==> config.mk <==
export PLATFORM = sky130hd
export DESIGN_NAME = multiword_add_seq
export DESIGN_NICKNAME = d
export VERILOG_FILES = /design/src/rtl/multiword_add_seq.sv
export SDC_FILE = /design/constraint.sdc
export NUM_CORES = 1
export LEC_CHECK = 0
export ABC_AREA = 0
export CAP_MARGIN = 20
export CELL_PAD_IN_SITES_DETAIL_PLACEMENT = 0
export CELL_PAD_IN_SITES_GLOBAL_PLACEMENT = 1
export CORE_UTILIZATION = 25
export DETAILED_ROUTE_END_ITERATION = 10
export PLACE_DENSITY_LB_ADDON = 0.1
export SLEW_MARGIN = 0
export SYNTH_ARGS = -nofsm -noshare
export SYNTH_HDL_FRONTEND = slang
export SYNTH_SLANG_ARGS = --single-unit
==> constraint.sdc <==
create_clock -name clk -period 5.9 [get_ports clk]
set_input_delay 0.885 -clock clk [delete_from_list [all_inputs] [get_ports clk]]
set_output_delay 0.885 -clock clk [all_outputs]
set_load 0.01 [all_outputs]
==> src/rtl/multiword_add_seq.sv <==
// Sequential multi-word adder: one 16-bit prefix adder reused over NSLICES slices, LSB first.
// Optional signed-overflow flag enabled by defining OVF_FLAG_EN.

module prefix_adder (
   input  logic [15:0] term0,
   input  logic [15:0] term1,
   input  logic        cin,
   output logic [15:0] sum,
   output logic        cout
);

   logic [15:0] p0;
   logic [15:0] gk;
   logic [15:0] pk;
   logic [15:0] gn;
   logic [15:0] pn;

   // Kogge-Stone prefix tree; cin is folded into bit 0's generate term.
   always_comb begin
      p0 = term0 ^ term1;
      gk = term0 & term1;
      gk[0] = gk[0] | (p0[0] & cin);
      pk = p0;
      gn = gk;
      pn = pk;
      for (int lv = 0; lv < 4; lv++) begin
         gn = gk;
         pn = pk;
         for (int i = (1 << lv); i < 16; i++) begin
            gn[i] = gk[i] | (pk[i] & gk[i - (1 << lv)]);
            pn[i] = pk[i] & pk[i - (1 << lv)];
         end
         gk = gn;
         pk = pn;
      end
      sum  = p0 ^ {gk[14:0], cin};
      cout = gk[15];
   end

endmodule

module multiword_add_seq #(
   parameter int NSLICES = 4
) (
   input  logic                  clk,
   input  logic                  rst_n,
   input  logic                  in_valid,
   output logic                  in_ready,
   input  logic [16*NSLICES-1:0] term0,
   input  logic [16*NSLICES-1:0] term1,
   input  logic                  cin,
   output logic                  out_valid,
   input  logic                  out_ready,
   output logic [16*NSLICES-1:0] sum,
   output logic                  cout
`ifdef OVF_FLAG_EN
   ,
   output logic                  ovf
`endif
);

   localparam int W  = 16 * NSLICES;
   localparam int IW = (NSLICES > 1) ? $clog2(NSLICES) : 1;
   localparam logic [IW-1:0] LAST = IW'(NSLICES - 1);

   typedef enum logic [1:0] {IDLE, RUN, DONE} state_t;

   state_t        state_reg;
   logic [W-1:0]  a_reg;
   logic [W-1:0]  b_reg;
   logic [W-1:0]  sum_reg;
   logic [IW-1:0] idx_reg;
   logic          carry_reg;
   logic          cout_reg;
   logic          in_ready_reg;
   logic          out_valid_reg;

   logic [15:0]   slice_a;
   logic [15:0]   slice_b;
   logic [15:0]   slice_sum;
   logic          slice_cout;

   assign slice_a = a_reg[{idx_reg, 4'b0000} +: 16];
   assign slice_b = b_reg[{idx_reg, 4'b0000} +: 16];

   prefix_adder u_adder (
      .term0 (slice_a),
      .term1 (slice_b),
      .cin   (carry_reg),
      .sum   (slice_sum),
      .cout  (slice_cout)
   );

`ifdef OVF_FLAG_EN
   logic ovf_reg;
   assign ovf = ovf_reg;
`endif

   always_ff @(posedge clk or negedge rst_n) begin
      if (!rst_n) begin
         state_reg     <= IDLE;
         a_reg         <= '0;
         b_reg         <= '0;
         sum_reg       <= '0;
         idx_reg       <= '0;
         carry_reg     <= 1'b0;
         cout_reg      <= 1'b0;
         in_ready_reg  <= 1'b1;
         out_valid_reg <= 1'b0;
`ifdef OVF_FLAG_EN
         ovf_reg       <= 1'b0;
`endif
      end else begin
         case (state_reg)
            IDLE: begin
               if (in_valid && in_ready_reg) begin
                  a_reg        <= term0;
                  b_reg        <= term1;
                  carry_reg    <= cin;
                  idx_reg      <= '0;
                  in_ready_reg <= 1'b0;
                  state_reg    <= RUN;
               end
            end
            RUN: begin
               sum_reg[{idx_reg, 4'b0000} +: 16] <= slice_sum;
               carry_reg <= slice_cout;
               idx_reg   <= idx_reg + 1'b1;
               if (idx_reg == LAST) begin
                  cout_reg      <= slice_cout;
                  out_valid_reg <= 1'b1;
                  state_reg     <= DONE;
`ifdef OVF_FLAG_EN
                  // Overflow: operands agree in sign but the result's sign differs.
                  ovf_reg <= (a_reg[W-1] == b_reg[W-1]) && (slice_sum[15] != a_reg[W-1]);
`endif
               end
            end
            DONE: begin
               if (out_ready) begin
                  out_valid_reg <= 1'b0;
                  in_ready_reg  <= 1'b1;
                  state_reg     <= IDLE;
               end
            end
            default: begin
               state_reg     <= IDLE;
               in_ready_reg  <= 1'b1;
               out_valid_reg <= 1'b0;
            end
         endcase
      end
   end

   assign in_ready  = in_ready_reg;
   assign out_valid = out_valid_reg;
   assign sum       = sum_reg;
   assign cout      = cout_reg;

endmodule
==> impl_metrics.yaml <==
synthesis:
  synth_cell_types: 50
  syn_avg_cell_area_um2: 13.7
  netlist_area_um2: 9320
  synth_cells: 681
  synth_edf_count: 0
  ys_seq_elements: 200
  syn-num-nets: 837
  ys.flop_type: "dfrtp_1"
  ys_seq_area_share_pct: 53.7
  synthArstFlopShare_pct: 100
  ys_warn_count: 0
cells_and_area:
  drive_gt1_share_pct: 24.1
  final_nets: 1021
  final_cell_area_um2: 12400
  final_cell_mix: "clkdlybuf4s50_1 (198), dfrtp_1 (197), mux2_2 (128), a22o_1 (45), mux4_2 (32)"
  fillers: 3603
  n_antenna_cell: 0
  layout_commonest_cell: "clkdlybuf4s50_1"
  areaGrowthSynthToFinish_pct: 33.4
clock_network:
  cts_resized: 0
  cts_buffers: 17
  clk_latency_ps: 440
  path_clk_slew_ps: 80
  cts_setup_buffers: 0
  cts_tree: "yes"
  clockBufferDepth: 2
  hold_buffers: 0
  cts.sinks: 200
  cts-htree-levels: 4
  cts_root_buf: "clkbuf_16"
sta:
  whs_ps: 387
  tightest_slew_ps: 1120
  fmax_mhz: 243
  final.setup_skew_ps: 21.3
  setup_violations: 0
  period_needed_ps: 4110
  setup-tns-final_ps: 0
  rsz0062_at_grt: "false"
  maxSlewViolCount: 0
  finalCritPeriodShare_pct: 69.6
  relSlewSlack_pct: 25.2
  finalHoldViolCount: 0
min_path:
  worstHoldPathType: "in -> async"
drt:
  routed_via_density: 4.77
  wire_per_inst_um: 20.8
  drt_iter0_drc: 274
  vias: 6421
  wl_um: 27900
  post-route-drc-count: 0
  dr.pass1.iters: 4
  ant_nets: 0
place:
  dpl_cell_area_um2: 11800
  place.gp.congestion: 0.767
  numPortBuffers: 199
  dp_hpwl_um: 21100
worst_setup_path:
  cp_max_fo: 29
  cp_cell_sequence: "buf_4, mux4_2, ha_1, o21a_1, o211ai_1, a211oi_1, or4_1, nand3_1"
  slowest_delay_ps: 980
  arrival_ps: 4420
  worstSetupPathType: "reg -> reg"
  worst_setup_path_end_kind: "flip-flop"
  start_kind: "flip-flop"
  slowest_stage: "dfrtp_2"
  worst_ep_required_time_ps: 6210
run:
  drv_cap: 0
power_and_ir_drop:
  power_density_nw_per_um2: 561
  p_leak_uw: 0.00533
  irDropWorstVdd_mv: 0.228
global_route:
  grt_pass1_vias: 6850
  groute.usage.overall_pct: 15.0
  grt_pass1_wl_um: 42900
  grt_max_degree: 133
  grt-ovfl-total: 0
  antenna_found_initial: 0
floorplan:
  start_util_pct: 25.5
  die_w_um: 195
  dieArea_um2: 38100
  fp.dieH_um: 195
  fp-row-count: 70
  core_um2: 36600
  io_pins: 200
run_status:
  status: "finished, final reports clean"
cell usage after synthesis (all sizes together), types with 6 or more instances:
| library cell | number | area share, % |
|---|---|---|
| nor3 | 8 | 0.43 |
| or4 | 6 | 0.48 |
| nand3 | 12 | 0.64 |
| a22oi | 9 | 0.72 |
| nand2 | 24 | 0.97 |
| mux2 | 128 | 15 |
| a21oi | 15 | 0.81 |
| nand4 | 6 | 0.40 |
| a22o | 45 | 4.2 |
| clkbuf | 29 | 1.2 |
| nor2 | 28 | 1.1 |
| xnor2 | 6 | 0.56 |
| mux4 | 32 | 7.7 |
| buf | 14 | 0.85 |
| o21ai | 20 | 1.1 |
| ha | 21 | 2.8 |
| dfrtp | 199 | 53 |
| a21o | 10 | 0.81 |
per-stage QoR:
step	power, uW	utilization (%)	setup WS, ps	std cells
2_1_floorplan	4450	-	2210	681
3_3_place_gp	5780	32.3	1800	1313
3_5_place_dp	5870	32.3	1690	1313
4_1_cts	7060	33.9	1680	1344
5_1_grt	7450	33.9	1370	1345
6_report	6970	33.9	1790	1345
worst paths after layout:
check                           startpoint            to  slack (ps)  cells after the start
worst max-delay path            idx_reg[0]       sum[13]        1790                      8
max in group asynchronous            rst_n      a_reg[7]        4260                      2
min in group clk                   sum[44]       sum[44]         500                      1
worst max register to register  idx_reg[0]       sum[13]        1790                      8
worst min-delay path                 rst_n  state_reg[1]         390                      1
worst min register to register     sum[44]       sum[44]         500                      1
cell families (layout without fill, tap and decap cells):
kind of cell / count (synthesis) / count (layout) / synth area share [%]
buffers and inverters: 48 / 244 / 2.22
multiplexers: 165 / 165 / 23.7
XOR/XNOR: 9 / 9 / 0.846
adder cells (fa/ha/maj): 23 / 23 / 3.25
flip-flops: 200 / 200 / 53.7
AO/OA/AOI/OAI: 127 / 127 / 10.0
AND/OR/NAND/NOR: 109 / 109 / 6.22
cell type report:
cell class	instances	area [um^2]	area share (%)
Sequential cell	200	5010	40.3
Multi-Input combinational cell	433	4130	33.3
Timing Repair Buffer	208	2100	16.9
Tap cell	468	586	4.71
Clock buffer	17	425	3.42
Clock inverter	14	159	1.28
Inverter	5	18.8	0.151
worst max-delay path: cells and delay by family, from the launching register on:
kind | cells | cell delay, ps
compound gates | 3 | 1300
fa+ha+maj | 1 | 370
buf+inv | 1 | 430
flops | 1 | 980
mux | 1 | 560
simple gates | 2 | 330
routing by layer:
layer  GRT usage, %  part of all wire (%)  wire (um)  vias to the layer above
met5              0                     0          0                        -
met4           2.80                  0.54        150                        0
met3           2.66                   3.6       1010                        7
met2           23.5                    46      12800                      162
met1           21.6                    50      13900                     3302
li1               -                     -          -                     2950
where the power goes:
part / leakage, uW / total, uW / switching (uW) / internal, uW
clock: 0.000285 / 1170 / 606 / 569
sequential: 0.00260 / 2360 / 431 / 1930
combinational: 0.00245 / 3430 / 1830 / 1600
Note: power is estimated with default switching activity, not from simulation.
